## src/rtl/slice_pkg.sv

```systemverilog
// Shared types and constants for the 2x2 polyphase slice controller.
// Banks are named <row parity><col parity>; E = even, O = odd.
package slice_pkg;

  typedef enum logic [1:0] {
    S_IDLE = 2'd0,
    S_RUN  = 2'd1,
    S_DONE = 2'd2
  } state_t;

  localparam logic [1:0] BANK_EE = 2'd0;
  localparam logic [1:0] BANK_OE = 2'd1;
  localparam logic [1:0] BANK_EO = 2'd2;
  localparam logic [1:0] BANK_OO = 2'd3;

  localparam int DEF_LAYER_NUM  = 1;
  localparam int DEF_WIDTH_IN   = 160;
  localparam int DEF_WIDTH_OUT  = 80;
  localparam int DEF_WIDTH_EACH = 16;

  function automatic int clog2_min1(input int n);
    return (n > 1) ? $clog2(n) : 1;
  endfunction

endpackage

```

## src/rtl/slice_addr_cnt.sv

```systemverilog
// Raster column/row/layer counters and the bank address/select they imply.
// The address is built incrementally: a row base that steps by one output row per input row pair.
module slice_addr_cnt
  import slice_pkg::*;
#(
  parameter int LAYER_num      = DEF_LAYER_NUM,
  parameter int WIDTH_in_data  = DEF_WIDTH_IN,
  parameter int WIDTH_out_data = DEF_WIDTH_OUT,
  parameter int ADDR_W         = 1
) (
  input  logic              clk,
  input  logic              rst,
  input  logic              clr,
  input  logic              adv,
  output logic [ADDR_W-1:0] addr,
  output logic [1:0]        bank,
  output logic              last
);

  localparam int COL_W = clog2_min1(WIDTH_in_data);
  localparam int LAY_W = clog2_min1(LAYER_num);

  logic [COL_W-1:0]  col_q, col_d;
  logic [COL_W-1:0]  row_q, row_d;
  logic [LAY_W-1:0]  layer_q, layer_d;
  logic [ADDR_W-1:0] row_base_q, row_base_d;
  logic              col_end, row_end, layer_end;

  assign col_end   = (col_q == COL_W'(WIDTH_in_data - 1));
  assign row_end   = (row_q == COL_W'(WIDTH_in_data - 1));
  assign layer_end = (layer_q == LAY_W'(LAYER_num - 1));

  always_comb begin
    col_d      = col_q;
    row_d      = row_q;
    layer_d    = layer_q;
    row_base_d = row_base_q;
    if (clr) begin
      col_d      = '0;
      row_d      = '0;
      layer_d    = '0;
      row_base_d = '0;
    end else if (adv) begin
      if (col_end) begin
        col_d = '0;
        // Finishing an odd row closes an output row; the last row of a layer
        // lands the base exactly on the next layer's start.
        if (row_q[0]) begin
          row_base_d = row_base_q + ADDR_W'(WIDTH_out_data);
        end
        if (row_end) begin
          row_d   = '0;
          layer_d = layer_end ? '0 : layer_q + 1'b1;
        end else begin
          row_d = row_q + 1'b1;
        end
      end else begin
        col_d = col_q + 1'b1;
      end
    end
  end

  always_ff @(posedge clk or posedge rst) begin
    if (rst) begin
      col_q      <= '0;
      row_q      <= '0;
      layer_q    <= '0;
      row_base_q <= '0;
    end else begin
      col_q      <= col_d;
      row_q      <= row_d;
      layer_q    <= layer_d;
      row_base_q <= row_base_d;
    end
  end

  assign addr = row_base_q + ADDR_W'(col_q >> 1);
  assign bank = {col_q[0], row_q[0]};
  assign last = col_end && row_end && layer_end;

endmodule

```

## src/rtl/slice_ctrl.sv

```systemverilog
// Frame controller: accepts a raster feature map and scatters it into four
// half-resolution banks by (row, col) parity, with registered write outputs.
module slice_ctrl
  import slice_pkg::*;
#(
  parameter int   LAYER_num       = DEF_LAYER_NUM,
  parameter int   WIDTH_in_data   = DEF_WIDTH_IN,
  parameter int   WIDTH_out_data  = DEF_WIDTH_OUT,
  parameter int   WIDTH_each_data = DEF_WIDTH_EACH,
  localparam int  ADDR_W          = clog2_min1(LAYER_num * WIDTH_out_data * WIDTH_out_data)
) (
  input  logic                       clk,
  input  logic                       rst,
  input  logic                       start,
  input  logic                       in_valid,
  input  logic [WIDTH_each_data-1:0] in_data,
  output logic                       in_ready,
  output logic [3:0]                 wr_en,
  output logic [ADDR_W-1:0]          wr_addr,
  output logic [WIDTH_each_data-1:0] wr_data,
  output logic                       busy,
  output logic                       done
);

  state_t state_q, state_d;

  logic                       hs;
  logic                       enter_run;
  logic [ADDR_W-1:0]          cnt_addr;
  logic [1:0]                 cnt_bank;
  logic                       cnt_last;

  logic [3:0]                 wr_en_q, wr_en_d;
  logic [ADDR_W-1:0]          wr_addr_q, wr_addr_d;
  logic [WIDTH_each_data-1:0] wr_data_q, wr_data_d;
  logic                       done_q;

  assign in_ready  = (state_q == S_RUN);
  assign hs        = in_valid && in_ready;
  assign enter_run = (state_q == S_IDLE) && start;

  slice_addr_cnt #(
    .LAYER_num      (LAYER_num),
    .WIDTH_in_data  (WIDTH_in_data),
    .WIDTH_out_data (WIDTH_out_data),
    .ADDR_W         (ADDR_W)
  ) u_cnt (
    .clk  (clk),
    .rst  (rst),
    .clr  (enter_run),
    .adv  (hs),
    .addr (cnt_addr),
    .bank (cnt_bank),
    .last (cnt_last)
  );

  always_comb begin
    state_d = state_q;
    case (state_q)
      S_IDLE:  if (start) state_d = S_RUN;
      S_RUN:   if (hs && cnt_last) state_d = S_DONE;
      S_DONE:  state_d = S_IDLE;
      default: state_d = S_IDLE;
    endcase
  end

  always_ff @(posedge clk or posedge rst) begin
    if (rst) begin
      state_q <= S_IDLE;
    end else begin
      state_q <= state_d;
    end
  end

  for (genvar gi = 0; gi < 4; gi++) begin : g_strobe
    assign wr_en_d[gi] = hs && (cnt_bank == 2'(gi));
  end

  assign wr_addr_d = hs ? cnt_addr : wr_addr_q;
  assign wr_data_d = hs ? in_data  : wr_data_q;

  // done trails the DONE state by a cycle so it follows the final strobe.
  always_ff @(posedge clk or posedge rst) begin
    if (rst) begin
      wr_en_q   <= '0;
      wr_addr_q <= '0;
      wr_data_q <= '0;
      done_q    <= 1'b0;
    end else begin
      wr_en_q   <= wr_en_d;
      wr_addr_q <= wr_addr_d;
      wr_data_q <= wr_data_d;
      done_q    <= (state_q == S_DONE);
    end
  end

  assign wr_en   = wr_en_q;
  assign wr_addr = wr_addr_q;
  assign wr_data = wr_data_q;
  assign busy    = (state_q == S_RUN);
  assign done    = done_q;

endmodule

```

## config.mk

```make
export PLATFORM = sky130hd
export DESIGN_NAME = slice_ctrl
export DESIGN_NICKNAME = d
export VERILOG_FILES = /design/src/rtl/slice_pkg.sv /design/src/rtl/slice_addr_cnt.sv /design/src/rtl/slice_ctrl.sv
export SDC_FILE = /design/constraint.sdc
export NUM_CORES = 1
export LEC_CHECK = 0
export ABC_CLOCK_PERIOD_IN_PS = 2000
export CAP_MARGIN = 15
export CORE_MARGIN = 5
export CORE_UTILIZATION = 35
export CTS_BUF_LIST = sky130_fd_sc_hd__clkbuf_8 sky130_fd_sc_hd__clkbuf_16
export DETAILED_ROUTE_END_ITERATION = 10
export PLACE_DENSITY = 0.67
export SYNTH_ARGS = -nofsm -noshare
export SYNTH_HDL_FRONTEND = slang
export SYNTH_HIERARCHICAL = 1
export SYNTH_SLANG_ARGS = --single-unit
```

## constraint.sdc

```tcl
create_clock -name clk -period 2 [get_ports clk]
set_input_delay 0.3 -clock clk [delete_from_list [all_inputs] [get_ports clk]]
set_output_delay 0.3 -clock clk [all_outputs]
set_load 0.03 [all_outputs]
```

==> results of run 1 <==
## critical path, stage by stage (launching register included)
cell and delay, ns:
dfrtp_1 0.41, ha_1 0.30, a21o_1 0.20, a221oi_2 0.27
buf_4 0.16, nor2_1 0.05, xor2_1 0.14, mux2_4 0.25
## synth_stat cells (2+ instances only)
library cell	count	area, µm²
buf_8	3	45.0
nand2b_1	2	12.5
buf_4	8	60.1
clkbuf_1	3	11.3
and2b_1	2	15.0
ha_1	7	87.6
and4_1	2	17.5
or4_1	3	22.5
buf_6	2	22.5
nor4bb_1	3	30.0
nor3_1	4	20.0
nand4_1	6	37.5
xnor2_1	10	87.6
xor2_1	10	87.6
dfrtp_1	61	1530
and2_1	2	12.5
o31ai_1	4	30.0
o21ai_0	2	10.0
nand2_1	10	37.5
or3_1	2	12.5
mux2i_1	5	50.1
and3_1	3	18.8
mux2_4	28	420
nand3_1	9	45.0
o2111ai_1	2	17.5
nor2_1	22	82.6
nand3b_1	2	15.0
nor2b_1	2	12.5
inv_1	4	15.0
a21oi_1	9	45.0
o21a_1	2	15.0
nor3b_1	3	22.5
## state kept, by name, indices dropped and copies added, names as in the netlist
name / count
u_cnt/row_base_q: 9
state_q: 2
done: 1
u_cnt/col_q: 8
wr_data: 16
u_cnt/row_q: 8
wr_en: 4
wr_addr: 13
## cell type report
class	count	area share [%]
flip-flops and latches	61	36.7
multi-input cells	174	35.0
repair buffers	86	18.8
well taps	108	3.25
clock buffers	9	2.98
clock inverters	7	2.77
inverters	5	0.511
## kinds of logic after synthesis
logic type | after synthesis | share of synthesized area (%)
and+or+nand+nor | 86 | 16.6
DFF | 61 | 48.7
muxes | 34 | 15.4
AOI/OAI and AO/OA | 26 | 5.51
buffers and inverters | 22 | 5.27
xor gates and xnor gates | 20 | 5.59
adders and majority gates | 7 | 2.79
other | 1 | 0.120
## stage by stage
stage / utilization [%] / hold slack [ns] / instance area, µm²
after floorplan: - / 0.327 / 3140
after global placement: 44.9 / 0.489 / 3920
after detailed placement: 44.9 / 0.497 / 3920
after CTS: 47.6 / 0.362 / 4150
after global routing: 47.7 / 0.409 / 4160
final: 47.7 / 0.361 / 4160
## worst paths after layout
check | slack, ns | from | end | cells after the start
worst max-delay path | 0.11 | u_cnt/row_base_q[5] | wr_addr[12] | 7
worst max register to register | 0.11 | u_cnt/row_base_q[5] | wr_addr[12] | 7
max in group asynchronous | 1.27 | rst | wr_en[3] | 3
min in group clk | 0.51 | wr_data[12] | wr_data[12] | 1
worst min register to register | 0.51 | wr_data[12] | wr_data[12] | 1
worst min-delay path | 0.36 | rst | u_cnt/row_q[0] | 3
## what timing repair did
item                       4_1_cts  5_1_grt
pin swaps                        0        0
cloned                           0        0
hold buffers                     0        0
resized for setup                2        1
setup endpoints to repair        2        3
## report_power, final
group | total [mW] | switching (mW) | internal [mW]
Sequential | 1.48 | 0.0999 | 1.38
Clock | 1.32 | 0.495 | 0.823
Combinational | 0.964 | 0.485 | 0.479
Total | 3.76 | 1.08 | 2.68
## metal layers
layer  global-route usage [%]  vias up  part of all wire, %
met5                        0        -                    0
li1                         -     1068                    -
met4                     4.84        0                  1.2
met3                     4.01        6                  5.8
met1                     16.1     1076                   46
met2                     20.1       56                   47
==> impl_metrics.json, run 1 <==
{
  "cp_max_fo": 3,
  "antenna_found_initial": 0,
  "pre_cts_ws_ns": -0.0851,
  "drt_iter0_markers": 169,
  "finish.net_count": 364,
  "async_flop_share_pct": 100,
  "ys_ff_latch": 61,
  "synth_cell_types": 52,
  "drv_cap": 0,
  "fin_skew_ns": 0.0119,
  "routabilityCongestion": 0.840,
  "synth_fp_nets": 284,
  "ir_drop_mv": 0.274,
  "wl_um": 6620,
  "wl_per_cell_um": 14.7,
  "critPathCaptureType": "flip-flop",
  "multiInputGateArea_um2": 1460,
  "cp.arrival_ns": 2.11,
  "grt_overflow": 0,
  "setup_viol": 0,
  "rsz0062_at_grt": "no",
  "total_power_mw": 3.76,
  "min_period_over_period_pct": 94.6,
  "place_inst": 434,
  "n_antenna_cell": 0,
  "layout_commonest_cell": "dfrtp_1",
  "yosysWarnings": 6,
  "nFillCells": 760,
  "crit_required_ns": 2.22,
  "cts.htree.levels": 3,
  "mostFrequentLayoutCells": "dfrtp_1, clkdlybuf4s50_1, buf_4, mux2_4, nor2_1",
  "io_buffers": 55,
  "grt_max_degree": 37,
  "num_io_pins": 56,
  "fp.coreArea_um2": 8720,
  "final-hold-violation-count": 0,
  "route.vias.total": 2206,
  "layout-drive-gt1-share_pct": 24.6,
  "cts.root.buffer_cell": "clkbuf_8",
  "grt_pass1_wl_um": 11400,
  "die_y_um": 105,
  "grt_usage_pct": 12.6,
  "syn_to_final_growth_pct": 32.7,
  "synth_ff_type": "dfrtp_1",
  "vias_per_cell": 4.90,
  "final_cells": 450,
  "synth.avg_cell_area_um2": 12.2,
  "numCtsBuffers": 9,
  "syn_area_um2": 3130,
  "seqCellArea_um2": 1530,
  "drc": 0,
  "period_needed_ns": 1.89,
  "initial_core_util_pct": 35.9,
  "seq_area_frac_synth_pct": 48.7,
  "die_area_um2": 10900,
  "grt_pass1_vias": 2333,
  "cts_sinks": 61,
  "path_clk_slew_ns": 0.07,
  "cts_buffer_depth": 2,
  "dr.pass1.iters": 4,
  "outcome": "finished clean",
  "setup_slack_ns": 0.108,
  "drv_slew": 0,
  "tritoncts": "yes",
  "fp.dieW_um": 105,
  "dpl.hpwl_um": 4870,
  "clk_latency_ns": 0.33,
  "synth-edff-count": 0,
  "cellPowerDensity_nw_per_um2": 905,
  "post_cts_buffers": 0,
  "ant_nets": 0,
  "syn_inst": 257,
  "rows": 34,
  "p_leak_nw": 1.94,
  "hold_path.class": "primary input to asynchronous set/reset pin",
  "setup_tns_ns": 0,
  "crit_type": "flip-flop to flip-flop",
  "startpoint_type": "flip-flop",
  "max_freq_mhz": 528
}
No activity file was read; power rests on OpenSTA's default activity.
==> run 2, diff against run 1 <==
- CTS_CLUSTER_DIAMETER: unset -> 100
- PLACE_DENSITY: 0.67 -> 0.68
==> impl_metrics.json, run 2 (same netlist as run 1, synthesis figures left out) <==
{
  "fp.dieW_um": 105,
  "initial_core_util_pct": 35.9,
  "hold_path.class": "primary input to asynchronous set/reset pin",
  "fin_util_pct": 47.0,
  "max_freq_mhz": 527,
  "ant_nets": 0,
  "grt_usage_pct": 12.3,
  "final_cells": 450,
  "p_switching_mw": 1.05,
  "dpl.hpwl_um": 4910,
  "seqCellArea_um2": 1530,
  "clkPwrFrac_pct": 27.2,
  "die_area_um2": 10900,
  "fin_skew_ns": 0.00772,
  "rsz0062_at_grt": "no",
  "largest_reg_flops": 16,
  "p_leak_nw": 1.91,
  "layout_commonest_cell": "dfrtp_1",
  "r2r_end": "wr_addr[12]",
  "nFillCells": 762,
  "vias_per_cell": 4.98,
  "cellPowerDensity_nw_per_um2": 825,
  "grt_pass1_vias": 2289,
  "reg2reg_depth": 7,
  "drv_cap": 0,
  "period_needed_ns": 1.90,
  "drt_iter0_markers": 93,
  "cts_sinks": 61,
  "io_buffers": 55,
  "grt_max_degree": 37,
  "route.vias.total": 2242,
  "cp.arrival_ns": 2.11,
  "netSwitchingFraction_pct": 31.0,
  "r2r_slack_ns": 0.10,
  "final-hold-violation-count": 0,
  "place_inst": 435,
  "dr.pass1.iters": 4,
  "rr_startpoint": "u_cnt/col_q[6]",
  "drv_slew": 0,
  "crit_type": "flip-flop to flip-flop",
  "cts.htree.levels": 3,
  "setup_tns_ns": 0,
  "worstSetupStartpoint": "u_cnt/col_q[6]",
  "fp.coreArea_um2": 8720,
  "min_period_over_period_pct": 94.8,
  "startpoint_type": "flip-flop",
  "grt_pass1_wl_um": 11100,
  "setup_slack_ns": 0.103,
  "n_antenna_cell": 0,
  "final_area_um2": 4100,
  "p_seq_share_pct": 43.4,
  "syn_to_final_growth_pct": 30.7,
  "drc": 0,
  "numCtsBuffers": 9,
  "wl_um": 6600,
  "total_power_mw": 3.38,
  "critPathCaptureType": "flip-flop",
  "post_dp_cell_area_um2": 3920,
  "fin_hold_ws_ns": 0.356,
  "layout-drive-gt1-share_pct": 24.6,
  "multiInputGateArea_um2": 1460,
  "mostFrequentLayoutCells": "dfrtp_1, clkdlybuf4s50_1, buf_4, mux2_4, nor2_1",
  "cp_max_fo": 3,
  "cts_buffer_depth": 2,
  "ir_drop_mv": 0.343,
  "pre_cts_ws_ns": -0.0919,
  "routabilityCongestion": 0.808,
  "clk_latency_ns": 0.33,
  "p_int_mw": 2.33,
  "grt_overflow": 0,
  "setup_viol": 0,
  "antenna_found_initial": 0,
  "path_clk_slew_ns": 0.07,
  "die_y_um": 105,
  "rows": 34,
  "outcome": "finished clean",
  "crit_required_ns": 2.21,
  "finish.net_count": 365,
  "tritoncts": "yes",
  "cts.root.buffer_cell": "clkbuf_8",
  "power.share.combinational_pct": 29.4,
  "wl_per_cell_um": 14.7,
  "num_io_pins": 56
}
run 2: changes by cell type in the layout (fill, tap and decap cells not counted), sizes merged:
cell / change
dlygate4sd2: -1
bufinv: -3
clkbuf: +1
buf: +1
dlymetal6s2s: +1
clkinvlp: +1
run 2: worst max-delay path, stage by stage, from the launching register on:
cell	delay (ns)
dfrtp_1	0.39
ha_1	0.33
a21o_1	0.22
a221oi_2	0.26
buf_4	0.15
nor2_1	0.04
xor2_1	0.14
mux2_4	0.26
run 2: worst max path at each step:
stage / endpoint / slack (ns) / depth (start not counted)
after detailed placement: u_cnt/row_base_q[10] / -0.09 / 7
after CTS: busy / 0.007 / 2
after global placement: u_cnt/row_base_q[10] / -0.02 / 7
after floorplan: u_cnt/row_base_q[9] / -0.06 / 10
after global routing: wr_addr[12] / 0.04 / 7
final: wr_addr[12] / 0.10 / 7
run 2: area by class of cell:
class	count	area share (%)
Sequential cell	61	37.3
Multi-Input combinational cell	174	35.5
Timing Repair Buffer	87	19.3
Clock buffer	10	3.36
Tap cell	108	3.30
Clock inverter	5	0.702
Inverter	5	0.519
run 2: metal layers:
metal,routed length [µm],track usage [%],vias to the layer above
met4,102,4.93,0
met5,0,0,-
met2,3170,20.5,71
li1,-,-,1071
met1,2940,15.2,1092
met3,393,3.02,8
run 2: power groups by stage:
stage               Clock, mW  Combinational [mW]  Sequential (mW)
global route             1.01                1.06             1.49
global placement            0               0.979             1.48
CTS                     0.956               0.998             1.47
finish                  0.921               0.994             1.47
detailed placement          0               0.996             1.49
floorplan                   0               0.462             1.68
run 2: repair_timing:
item / 4_1_cts / 5_1_grt
endpoints found under the setup margin: 1 / 2
hold buffers: 0 / 0
setup buffers: 0 / 0
resized for setup: 1 / 2
cloned: 0 / 0
==> run 3, diff against run 2 <==
- CAP_MARGIN: 15 -> 20
- SLEW_MARGIN: unset -> 20
==> results of run 3 <==
Final layout, timing and power as in run 2 (identical DEF).
